## src/rtl/router_pkg.sv

```systemverilog
// rtl/router_pkg.sv - shared types and sizing helpers for the window address sequencer
package router_pkg;

  typedef enum logic {IDLE, RUN} seq_state_e;
  typedef enum logic {MODE_DW, MODE_PW} conv_mode_e;

  localparam int DEF_MAX_KERNEL  = 3;
  localparam int DEF_ADDR_LENGTH = DEF_MAX_KERNEL * DEF_MAX_KERNEL;

  // Lanes needed to cover a square kernel of edge k.
  function automatic int lanes_for(input int k);
    return k * k;
  endfunction

endpackage

```

## src/rtl/window_addr_calc.sv

```systemverilog
// rtl/window_addr_calc.sv - combinational per-lane read address and mask for one window
module window_addr_calc
  import router_pkg::*;
#(
  parameter int ADDR_WIDTH  = 6,
  parameter int MAX_KERNEL  = DEF_MAX_KERNEL,
  parameter int ADDR_LENGTH = lanes_for(MAX_KERNEL)
) (
  input  logic [ADDR_WIDTH-1:0]                   i_base_x,
  input  logic [ADDR_WIDTH-1:0]                   i_base_y,
  input  logic [ADDR_WIDTH-1:0]                   i_size,
  input  logic [ADDR_WIDTH-1:0]                   i_start_addr,
  input  logic                                    i_mode,
  output logic [0:ADDR_LENGTH-1][ADDR_WIDTH-1:0]  o_addr,
  output logic [0:ADDR_LENGTH-1]                  o_mask
);

  // Lane (kx,ky) reads start + (base_x+kx)*size + base_y + ky; the sum wraps
  // naturally at ADDR_WIDTH bits. Pointwise windows only use lane 0.
  for (genvar kx = 0; kx < MAX_KERNEL; kx++) begin : g_kx
    for (genvar ky = 0; ky < MAX_KERNEL; ky++) begin : g_ky
      localparam int IDX = kx * MAX_KERNEL + ky;
      logic                  lane_en;
      logic [ADDR_WIDTH-1:0] lane_addr;

      assign lane_en     = (conv_mode_e'(i_mode) == MODE_DW) || (IDX == 0);
      assign lane_addr   = i_start_addr + (i_base_x + ADDR_WIDTH'(kx)) * i_size
                           + i_base_y + ADDR_WIDTH'(ky);
      assign o_addr[IDX] = lane_en ? lane_addr : '0;
      assign o_mask[IDX] = lane_en;
    end
  end

endmodule

```

## src/rtl/window_address_sequencer.sv

```systemverilog
// rtl/window_address_sequencer.sv - scans one channel plane and emits one window of read addresses per beat
module window_address_sequencer
  import router_pkg::*;
#(
  parameter int ROWS        = 4,
  parameter int ADDR_WIDTH  = 6,
  parameter int MAX_KERNEL  = DEF_MAX_KERNEL,
  parameter int ADDR_LENGTH = lanes_for(MAX_KERNEL),
  parameter int STRIDE_W    = 2
) (
  input  logic                                   i_clk,
  input  logic                                   i_nrst,
  input  logic                                   i_reg_clear,
  input  logic                                   i_start,
  input  logic                                   i_mode,
  input  logic [STRIDE_W-1:0]                    i_stride,
  input  logic [ADDR_WIDTH-1:0]                  i_i_size,
  input  logic [ADDR_WIDTH-1:0]                  i_start_addr,
  input  logic                                   i_ready,
  output logic                                   o_valid,
  output logic [0:ADDR_LENGTH-1][ADDR_WIDTH-1:0] o_addr,
  output logic [0:ADDR_LENGTH-1]                 o_addr_mask,
  output logic [ADDR_WIDTH-1:0]                  o_o_x,
  output logic [ADDR_WIDTH-1:0]                  o_o_y,
  output logic [ROWS-1:0]                        o_row_id,
  output logic                                   o_busy,
  output logic                                   o_done
);

  localparam int CW = ADDR_WIDTH + 2;

  typedef logic [ADDR_WIDTH-1:0]                  aw_t;
  typedef logic [CW-1:0]                          cw_t;
  typedef logic [0:ADDR_LENGTH-1][ADDR_WIDTH-1:0] addr_vec_t;

  seq_state_e            state_q, state_d;
  conv_mode_e            mode_q, mode_d;
  logic [STRIDE_W-1:0]   stride_q, stride_d;
  aw_t                   size_q, size_d;
  aw_t                   start_addr_q, start_addr_d;
  aw_t                   base_x_q, base_x_d;
  aw_t                   base_y_q, base_y_d;
  aw_t                   ptr_x_q, ptr_x_d;
  aw_t                   ptr_y_q, ptr_y_d;
  logic                  remain_q, remain_d;
  logic [ROWS-1:0]       row_ptr_q, row_ptr_d;
  logic                  valid_q, valid_d;
  addr_vec_t             addr_q, addr_d;
  logic [0:ADDR_LENGTH-1] mask_q, mask_d;
  aw_t                   out_x_q, out_x_d;
  aw_t                   out_y_q, out_y_d;
  logic [ROWS-1:0]       row_id_q, row_id_d;
  logic                  done_q, done_d;

  logic                  is_idle;
  conv_mode_e            cur_mode;
  logic [STRIDE_W-1:0]   cur_stride;
  aw_t                   cur_size, cur_start, cur_bx, cur_by, cur_ox, cur_oy;
  logic [ROWS-1:0]       cur_row;
  cw_t                   ke_w, step_w, size_w;
  logic                  can_y, can_x, has_first, load;
  addr_vec_t             calc_addr;
  logic [0:ADDR_LENGTH-1] calc_mask;

  // In IDLE the first window is built straight from the inputs so it is valid
  // the cycle after the start edge; in RUN the latched scan state is used.
  always_comb begin
    is_idle    = (state_q == IDLE);
    cur_mode   = is_idle ? conv_mode_e'(i_mode) : mode_q;
    cur_stride = is_idle ? ((i_stride == '0) ? STRIDE_W'(1) : i_stride) : stride_q;
    cur_size   = is_idle ? i_i_size     : size_q;
    cur_start  = is_idle ? i_start_addr : start_addr_q;
    cur_bx     = is_idle ? '0 : base_x_q;
    cur_by     = is_idle ? '0 : base_y_q;
    cur_ox     = is_idle ? '0 : ptr_x_q;
    cur_oy     = is_idle ? '0 : ptr_y_q;
    cur_row    = is_idle ? ROWS'(1) : row_ptr_q;
  end

  // Bound checks on widened operands so base+stride+kernel never wraps.
  always_comb begin
    ke_w      = (cur_mode == MODE_PW) ? cw_t'(1) : cw_t'(MAX_KERNEL);
    step_w    = cw_t'(cur_stride);
    size_w    = cw_t'(cur_size);
    can_y     = (cw_t'(cur_by) + step_w + ke_w) <= size_w;
    can_x     = (cw_t'(cur_bx) + step_w + ke_w) <= size_w;
    has_first = size_w >= ke_w;
  end

  window_addr_calc #(
    .ADDR_WIDTH  (ADDR_WIDTH),
    .MAX_KERNEL  (MAX_KERNEL),
    .ADDR_LENGTH (ADDR_LENGTH)
  ) u_calc (
    .i_base_x     (cur_bx),
    .i_base_y     (cur_by),
    .i_size       (cur_size),
    .i_start_addr (cur_start),
    .i_mode       (cur_mode),
    .o_addr       (calc_addr),
    .o_mask       (calc_mask)
  );

  // Next-state: FSM, output register load, scan pointer step, and clear override.
  always_comb begin
    state_d      = state_q;
    mode_d       = mode_q;
    stride_d     = stride_q;
    size_d       = size_q;
    start_addr_d = start_addr_q;
    base_x_d     = base_x_q;
    base_y_d     = base_y_q;
    ptr_x_d      = ptr_x_q;
    ptr_y_d      = ptr_y_q;
    remain_d     = remain_q;
    row_ptr_d    = row_ptr_q;
    valid_d      = valid_q;
    addr_d       = addr_q;
    mask_d       = mask_q;
    out_x_d      = out_x_q;
    out_y_d      = out_y_q;
    row_id_d     = row_id_q;
    done_d       = 1'b0;
    load         = 1'b0;

    case (state_q)
      IDLE: begin
        if (i_start) begin
          state_d      = RUN;
          mode_d       = cur_mode;
          stride_d     = cur_stride;
          size_d       = cur_size;
          start_addr_d = cur_start;
          base_x_d     = '0;
          base_y_d     = '0;
          ptr_x_d      = '0;
          ptr_y_d      = '0;
          row_ptr_d    = ROWS'(1);
          remain_d     = 1'b0;
          load         = has_first;
        end
      end
      RUN: begin
        if (!valid_q || i_ready) begin
          if (remain_q) begin
            load = 1'b1;
          end else begin
            state_d = IDLE;
            valid_d = 1'b0;
            done_d  = 1'b1;
          end
        end
      end
    endcase

    // remain tracks whether the pointer now holds a window still to be emitted.
    if (load) begin
      valid_d   = 1'b1;
      addr_d    = calc_addr;
      mask_d    = calc_mask;
      out_x_d   = cur_ox;
      out_y_d   = cur_oy;
      row_id_d  = cur_row;
      row_ptr_d = {cur_row[ROWS-2:0], cur_row[ROWS-1]};
      remain_d  = can_y | can_x;
      if (can_y) begin
        base_y_d = cur_by + aw_t'(cur_stride);
        ptr_y_d  = cur_oy + aw_t'(1);
      end else if (can_x) begin
        base_y_d = '0;
        ptr_y_d  = '0;
        base_x_d = cur_bx + aw_t'(cur_stride);
        ptr_x_d  = cur_ox + aw_t'(1);
      end
    end

    if (i_reg_clear) begin
      state_d      = IDLE;
      mode_d       = MODE_DW;
      stride_d     = '0;
      size_d       = '0;
      start_addr_d = '0;
      base_x_d     = '0;
      base_y_d     = '0;
      ptr_x_d      = '0;
      ptr_y_d      = '0;
      remain_d     = 1'b0;
      row_ptr_d    = '0;
      valid_d      = 1'b0;
      addr_d       = '0;
      mask_d       = '0;
      out_x_d      = '0;
      out_y_d      = '0;
      row_id_d     = '0;
      done_d       = 1'b0;
    end
  end

  // State and output registers.
  always_ff @(posedge i_clk or negedge i_nrst) begin
    if (!i_nrst) begin
      state_q      <= IDLE;
      mode_q       <= MODE_DW;
      stride_q     <= '0;
      size_q       <= '0;
      start_addr_q <= '0;
      base_x_q     <= '0;
      base_y_q     <= '0;
      ptr_x_q      <= '0;
      ptr_y_q      <= '0;
      remain_q     <= 1'b0;
      row_ptr_q    <= '0;
      valid_q      <= 1'b0;
      addr_q       <= '0;
      mask_q       <= '0;
      out_x_q      <= '0;
      out_y_q      <= '0;
      row_id_q     <= '0;
      done_q       <= 1'b0;
    end else begin
      state_q      <= state_d;
      mode_q       <= mode_d;
      stride_q     <= stride_d;
      size_q       <= size_d;
      start_addr_q <= start_addr_d;
      base_x_q     <= base_x_d;
      base_y_q     <= base_y_d;
      ptr_x_q      <= ptr_x_d;
      ptr_y_q      <= ptr_y_d;
      remain_q     <= remain_d;
      row_ptr_q    <= row_ptr_d;
      valid_q      <= valid_d;
      addr_q       <= addr_d;
      mask_q       <= mask_d;
      out_x_q      <= out_x_d;
      out_y_q      <= out_y_d;
      row_id_q     <= row_id_d;
      done_q       <= done_d;
    end
  end

  assign o_valid     = valid_q;
  assign o_addr      = addr_q;
  assign o_addr_mask = mask_q;
  assign o_o_x       = out_x_q;
  assign o_o_y       = out_y_q;
  assign o_row_id    = row_id_q;
  assign o_busy      = (state_q == RUN);
  assign o_done      = done_q;

endmodule

```

## config.mk

```make
export PLATFORM = sky130hd
export DESIGN_NAME = window_address_sequencer
export DESIGN_NICKNAME = d
export VERILOG_FILES = /design/src/rtl/router_pkg.sv /design/src/rtl/window_addr_calc.sv /design/src/rtl/window_address_sequencer.sv
export SDC_FILE = /design/constraint.sdc
export NUM_CORES = 1
export LEC_CHECK = 0
export CELL_PAD_IN_SITES_DETAIL_PLACEMENT = 1
export CELL_PAD_IN_SITES_GLOBAL_PLACEMENT = 1
export CORE_ASPECT_RATIO = 0.9
export CORE_UTILIZATION = 39
export DETAILED_ROUTE_END_ITERATION = 8
export HOLD_SLACK_MARGIN = 0.03
export PLACE_DENSITY_LB_ADDON = 0.1
export SETUP_SLACK_MARGIN = 0.4
export SYNTH_ARGS = -nofsm -noshare
export SYNTH_HDL_FRONTEND = slang
export SYNTH_SLANG_ARGS = --single-unit
```

## constraint.sdc

```tcl
create_clock -name i_clk -period 5.2 [get_ports i_clk]
set_input_delay 1.04 -clock i_clk [delete_from_list [all_inputs] [get_ports i_clk]]
set_output_delay 1.04 -clock i_clk [all_outputs]
set_load 0.02 [all_outputs]
```

== Yosys cells after proc, flatten, opt, wreduce, memory -nomap -nowiden ==
Cells that the tools add are included.

* Bitwise logic cells: 3
* Eq/ne operators: 3
* Order comparisons: 3
* $mul: 3
* Mux-type cells: 90
* Add/sub/neg operators: 22
* Reduce and logical (&&, ||, !) cells: 11

{| class="wikitable"
|+ Operators with widths
! kind !! count
|-
| 6-bit 2-to-1 mux || 48
|-
| 54-bit 2-to-1 mux || 2
|-
| 6-bit by 1-bit adder with 6-bit output, second input constant || 6
|-
| 6-bit adder || 6
|-
| 4-bit 2-to-1 mux || 7
|-
| 6-bit by 2-bit adder with 6-bit output, second input constant || 4
|-
| 1-bit 2-to-1 mux || 23
|-
| 6-bit by 6-bit multiplier with 6-bit output || 3
|-
| 9-bit 2-to-1 mux || 2
|-
| 7-bit by 2-bit adder with 8-bit output || 2
|-
| 8-bit by 6-bit <= comparator with 1-bit output || 2
|-
| 6-bit by 2-bit adder with 7-bit output || 2
|-
| 6-bit by 2-bit adder with 6-bit output || 2
|-
| 2-bit 2-to-1 mux || 6
|-
| 3-bit nonzero test || 3
|-
| 6-bit by 2-bit greater-or-equal comparator with 1-bit output || 1
|-
| 3-bit by 2-bit != test with 1-bit output, second input constant || 2
|-
| 1-bit case mux with 2 select lines || 2
|-
| 2-bit AND reduction || 2
|-
| 2-bit nonzero test || 2
|-
| 3-bit AND reduction || 1
|-
| 2-bit logical NOT || 1
|-
| 2-bit != test, second input constant || 1
|-
| 1-bit NOT || 2
|-
| 3 further kinds || 3
|}

* Input bits: 20
* Bits in registers: 126
* Output and inout bits: 82

== Depth between registers and ports, before layout ==
* Word-level depth: 10
* Mapped depth: 24
* Gate-level depth less buffers: 19

== Cells and area by module ==
From an unflattened synthesis, not the netlist that was laid out.

* Cell total of the unflattened synthesis: 1070
* Area total of the unflattened synthesis: 9445.3 um^2

{| class="wikitable"
|+ Modules (own cells, without submodules)
! module !! area an instance (um^2) !! cells each !! instances !! sequential area each (um^2)
|-
| window_address_sequencer || 6426.2 || 705 || 1 || 3153.0
|-
| window_addr_calc || 3019.1 || 365 || 1 || 0.0
|}

== Worst setup path after synthesis ==
No wires, ideal clock.

* Path kind: reg-to-reg
* From: reg state_q (netlist: o_busy)
* To: reg addr_q, in the netlist o_addr[23]
* Setup slack: 0.015 ns
* Stages on the path, launching flop included: 22
* Buffers on the path: 5
* Clock period less this slack: 5.185 ns
* Data required time: 5.070 ns
* Data arrival time: 5.055 ns
* Cells stage by stage: dfrtp_1 > buf_6 > buf_4 > buf_4 > clkbuf_1 > clkbuf_1 > nand3_1 > fa_1 > inv_1 > fa_1 > inv_1 > fa_1 > fa_1 > inv_1 > ha_1 > a21oi_1 > xor2_1 > xnor2_1 > xnor2_1 > xnor3_1 > xnor2_1 > o21ai_1

* Longest elaborated chain between the ends: 9
* Elaborated cells between the ends (all ways): 19

{| class="wikitable"
|+ RTL lines
! what !! line !! source
|-
| start: declaration || window_address_sequencer.sv:36 || <nowiki>seq_state_e state_q, state_d;</nowiki>
|-
| start signal: assignment || window_address_sequencer.sv:221 || <nowiki>state_q <= state_d;</nowiki>
|-
| 6-bit 2-to-1 mux || window_address_sequencer.sv:73 || <nowiki>cur_bx = is_idle ? '0 : base_x_q;</nowiki>
|-
| 6-bit by 1-bit adder with 6-bit output || window_addr_calc.sv:27 || <nowiki>assign lane_addr = i_start_addr + (i_base_x + ADDR_WIDTH'(kx)) * i_size</nowiki>
|-
| 6-bit by 6-bit multiplier with 6-bit output || window_addr_calc.sv:27 ||
|-
| 6-bit adder || window_addr_calc.sv:27 ||
|-
| 6-bit adder || window_addr_calc.sv:28 || <nowiki>+ i_base_y + ADDR_WIDTH'(ky);</nowiki>
|-
| 6-bit by 2-bit adder with 6-bit output || window_addr_calc.sv:28 ||
|-
| 6-bit 2-to-1 mux || window_addr_calc.sv:29 || <nowiki>assign o_addr[IDX] = lane_en ? lane_addr : '0;</nowiki>
|-
| 54-bit 2-to-1 mux || window_address_sequencer.sv:157 || <nowiki>if (load) begin</nowiki>
|-
| 54-bit 2-to-1 mux || window_address_sequencer.sv:177 || <nowiki>if (i_reg_clear) begin</nowiki>
|-
| end signal: assignment || window_address_sequencer.sv:233 || <nowiki>addr_q <= addr_d;</nowiki>
|-
| end: declaration || window_address_sequencer.sv:48 || <nowiki>addr_vec_t addr_q, addr_d;</nowiki>
|}

Several ways; a longest one is shown, not always the timed one. The select of a mux whose other input is x is not followed.
A chain may end at the register's enable or synchronous reset.

== Worst setup path after layout ==
* From: reg base_x_q[1]
* To: reg addr_q, in the netlist o_addr[17]

* Longest elaborated chain between the ends: 8

{| class="wikitable"
|+ RTL lines
! what !! line !! source
|-
| start: declaration || window_address_sequencer.sv:41 || <nowiki>aw_t base_x_q, base_x_d;</nowiki>
|-
| start signal: assignment || window_address_sequencer.sv:226 || <nowiki>base_x_q <= base_x_d;</nowiki>
|-
| 6-bit 2-to-1 mux || window_address_sequencer.sv:73 ||
|-
| 6-bit by 2-bit adder with 6-bit output || window_addr_calc.sv:27 ||
|-
| 6-bit by 6-bit multiplier with 6-bit output || window_addr_calc.sv:27 ||
|-
| 6-bit adder || window_addr_calc.sv:27 ||
|-
| 6-bit adder || window_addr_calc.sv:28 ||
|-
| 6-bit 2-to-1 mux || window_addr_calc.sv:29 ||
|-
| 54-bit 2-to-1 mux || window_address_sequencer.sv:157 ||
|-
| 54-bit 2-to-1 mux || window_address_sequencer.sv:177 ||
|}

Every way passes these cells. The select of a mux whose other input is x is not followed.

==> results summary <==
The clock latency on the worst-skew pair is 0.43 ns. The least setup slack across all paths after layout is 0.546 ns. The max-slew violation total from the final report came out at 0. The congestion estimate from routability-driven global placement came to 0.895. The number of instances on the worst hold path came out at 2.

By startpoint and endpoint, the worst setup path is classified as register to register. Input and output buffers added on the ports amount to 101. The initial DRC count is 361. The total routing resource utilization after global routing came out at 25.2%. The area of all sequential standard cells came out at 2890 um2. The estimated wirelength of the detail-placed design came out at 20000 um. The library cell occupying the most area in the post-synthesis netlist is dfrtp_1. The signal on the critical path passes through buf_4 > xor2_1 > nand2_1 > fa_2 > fa_1 > inv_1 > ha_1 > inv_1 > fa_1 > inv_1 > ha_1 > a21o_1 > a21oi_4 > xnor2_2 > xnor2_2 > xnor2_2 > buf_4 > a22o_1.

The area of the die came out at 22400 um2. The global-route congestion overflow total came out at 0. The count of synthesis-stage warnings from yosys came out at 0. The count of filler cells inserted in the layout is 2450. Power spread over the standard cell area amounts to 298 nW/um2. In the routed design, unresolved DRC markers number 0.

In this run the deepest clock path goes through 2 buffers. At the placement stage, the worst setup path has a slack of -0.201 ns. The number of vias per cell after detailed routing is 5.25. TritonCTS built the clock tree.

The clock sink total is 115. The final antenna-violating net count is 0. The number of setup violations in the final report is 0. The width of the die came out at 158 um.

The final count of hold timing violations was 0. The worst clock skew came out at 0.0127 ns. The flow ran to the end, and the final reports show no timing, DRC or antenna violations. The via count came out at 7334. The pin count of the biggest net entering global routing is 52. The routed wire length per instance is 19.1 um. The initial utilization of the core area, before any placement, comes to 40.3%.

Counting flops with an async set or reset pin after synthesis yields a share of 100%. The clock buffer count from CTS is 17. The share of layout cells above drive strength 1 came out at 16.5%.

The final routed wirelength across all metal layers came out at 26800 um. Counting instances in the post-synthesis netlist gives the leading cell types as 150 x nand2_1, 115 x dfrtp_1, 96 x inv_1, 66 x ha_1, 65 x a21oi_1. The fraction of post-synthesis cell area in the top cell type by area is 33.9%. The area overhead of the layout relative to synthesis came out at 29.7%. Synthesis produced 958 cells.

0 antenna diodes ended up in the layout. The timing-limited maximum frequency is 215 MHz. The minimum clock period came out at 4.65 ns. STA classifies the critical path startpoint as a register. After synthesis, the netlist uses 64 different library cells. The required time of the critical path came out at 5.51 ns. The number of antenna violations at the first check in global routing came out at 0. Before antenna repair, the detailed router went through 7 iterations.

Of the available clock period, the critical path in the final layout requires 89.5%. At the pin with the least slew margin, the transition time is 0.832 ns. The number of global-route vias before repair came to 7718. The count of flip-flops with a built-in enable after synthesis is 0. The min-delay analysis places its worst path in the category register to register. The static leakage power came out at 5.08 nW. The deepest level of the CTS H-tree is 4.

The synthesized netlist net count came out at 1084. The die boundary height is 142 um. Setup repair after global routing could not meet its margin everywhere.

The slowest stage of the critical path is the fa_1 cell. The max-slew headroom at the worst pin came out at 44.4%. The post-synthesis register bit count came out at 115. The multi-input combinational cells in the finished layout cover a total of 5130 um2. The core footprint is 21100 um2. The post-synthesis area per instance came out at 8.87 um2. Final hold analysis gives a worst-case slack of 0.482 ns. Row generation in the floorplan step produced 50 rows. In this run the worst path has a maximum fanout of 12. After clock tree synthesis, the clock-pin slew on the worst setup and hold paths is 0.06 ns. The first global-routing pass estimated 42400 um of wire. The post-synthesis instance area came out at 8490 um2. In the post-synthesis netlist, the biggest area contributors are dfrtp_1 34%, ha_1 9.7%, fa_1 9.4%. The most numerous cell in the Yosys netlist is nand2_1. The delay contributed by the slowest stage of the critical path came out at 0.57 ns. The fraction of the yosys area taken by sequential cells came out at 33.9%.

The dominant register cell in the synthesized netlist is dfrtp_1. The clock tree root buffer cell is clkbuf_16. The cell depth of the worst flop-to-flop path came out at 18. The final layout net count is 1225. Data on the critical path arrives at its endpoint at 4.96 ns.

Across the run, the number of max-cap violations was 0. The top-level port count came out at 102. The worst setup path is captured at a register. The worst-case IR drop observed on VDD is 212 uV.
[worst paths after layout]
kind,from,endpoint,slack [ns]
setup / recovery,base_x_q[1],o_addr[17],0.55
hold / removal,base_y_q[1],base_y_q[1],0.48
setup reg to reg,base_x_q[1],o_addr[17],0.55
hold reg to reg,base_y_q[1],base_y_q[1],0.48
max in group asynchronous,i_nrst,base_x_q[1],3.56
min in group asynchronous,i_nrst,o_addr_mask[1],0.67
[routing by layer]
| metal | GRT usage [%] | up-vias | wire length [um] |
|---|---|---|---|
| li1 | - | 3437 | - |
| met4 | 7.15 | 0 | 416 |
| met1 | 33.5 | 3728 | 12400 |
| met2 | 42.0 | 136 | 13000 |
| met3 | 4.45 | 33 | 983 |
| met5 | 0 | - | 0 |
[per-stage QoR]
stage / cells / total power, mW / cell area (um2) / setup TNS [ns] / util [%]
4_1_cts: 1383 / 3.27 / 10700 / 0 / 50.9
3_3_place_gp: 1351 / 1.93 / 10100 / -0.600 / 47.7
6_report: 1398 / 3.28 / 11000 / 0 / 52.3
5_1_grt: 1398 / 3.44 / 11000 / 0 / 52.3
2_1_floorplan: 958 / 1.56 / 8520 / 0 / -
3_5_place_dp: 1351 / 1.95 / 10100 / -1.12 / 47.7
[sequential cells by signal, indices dropped and copies added (netlist names), 2 cells and up]
register	count
stride_q	2
start_addr_q	6
o_row_id	4
ptr_y_q	6
row_ptr_q	4
o_o_y	6
ptr_x_q	6
size_q	6
o_o_x	6
o_addr_mask	2
o_addr	50
base_y_q	6
base_x_q	6
[area by class of cell]
class                   count  area share (%)
clock inverters            14            1.83
inverters                 100            3.43
well taps                 286            3.25
multi-input cells         681            46.5
flip-flops and latches    115            26.2
repair buffers            184            14.9
clock buffers              18            3.89
[cells in the final DEF (no fill, tap or decap), types with 3 or more instances in the layout]
cell,n
a21o_1,9
a21oi_1,62
a21oi_2,4
a22o_1,21
a22oi_1,3
a31oi_1,4
and2_1,8
and3_1,11
buf_4,83
bufinv_16,4
clkbuf_16,17
clkdlybuf4s50_1,95
clkinv_4,3
dfrtp_1,110
dfrtp_2,4
fa_1,33
fa_2,7
ha_1,63
inv_1,94
inv_2,4
inv_6,4
mux2_2,3
mux2i_1,3
nand2_1,147
nand2_2,5
nand2b_1,6
nand3_1,34
nand4_1,6
nor2_1,54
nor2b_1,6
nor3_1,12
o21a_1,3
o21ai_0,39
o21ai_1,7
o31ai_1,5
xnor2_1,46
xnor2_2,6
xor2_1,20
[cells by family after synthesis]
group,after synthesis,share of synthesized area (%)
AND/OR/NAND/NOR,309,16.1
AO/OA/AOI/OAI,180,13.2
buffers and inverters,162,8.12
flip-flops,115,33.9
adder cells (fa/ha/maj),107,19.3
XOR/XNOR,76,8.26
multiplexers,9,1.12
[power by group]
part	switching, mW	internal (mW)
clock	0.481	0.809
combinational	0.547	0.437
sequential	0.0494	0.956
total	1.08	2.20
[critical path, delay by kind of cell, from the launching register on]
| kind | cells | cell delay (ns) |
|---|---|---|
| adders and majority gates | 5 | 2.04 |
| xor gates and xnor gates | 4 | 0.78 |
| AOI/OAI and AO/OA | 3 | 0.57 |
| buffers and inverters | 5 | 0.54 |
| DFF | 1 | 0.45 |
| and+or+nand+nor | 1 | 0.15 |
[what timing repair did]
item | in CTS | in global routing
pin swaps | 4 | 24
setup buffers | 0 | 15
resized for setup | 13 | 44
endpoints found under the hold margin | 0 | 0
hold buffers | 0 | 0
setup endpoints to repair | 11 | 36
Note: power is estimated with default switching activity, not from simulation.
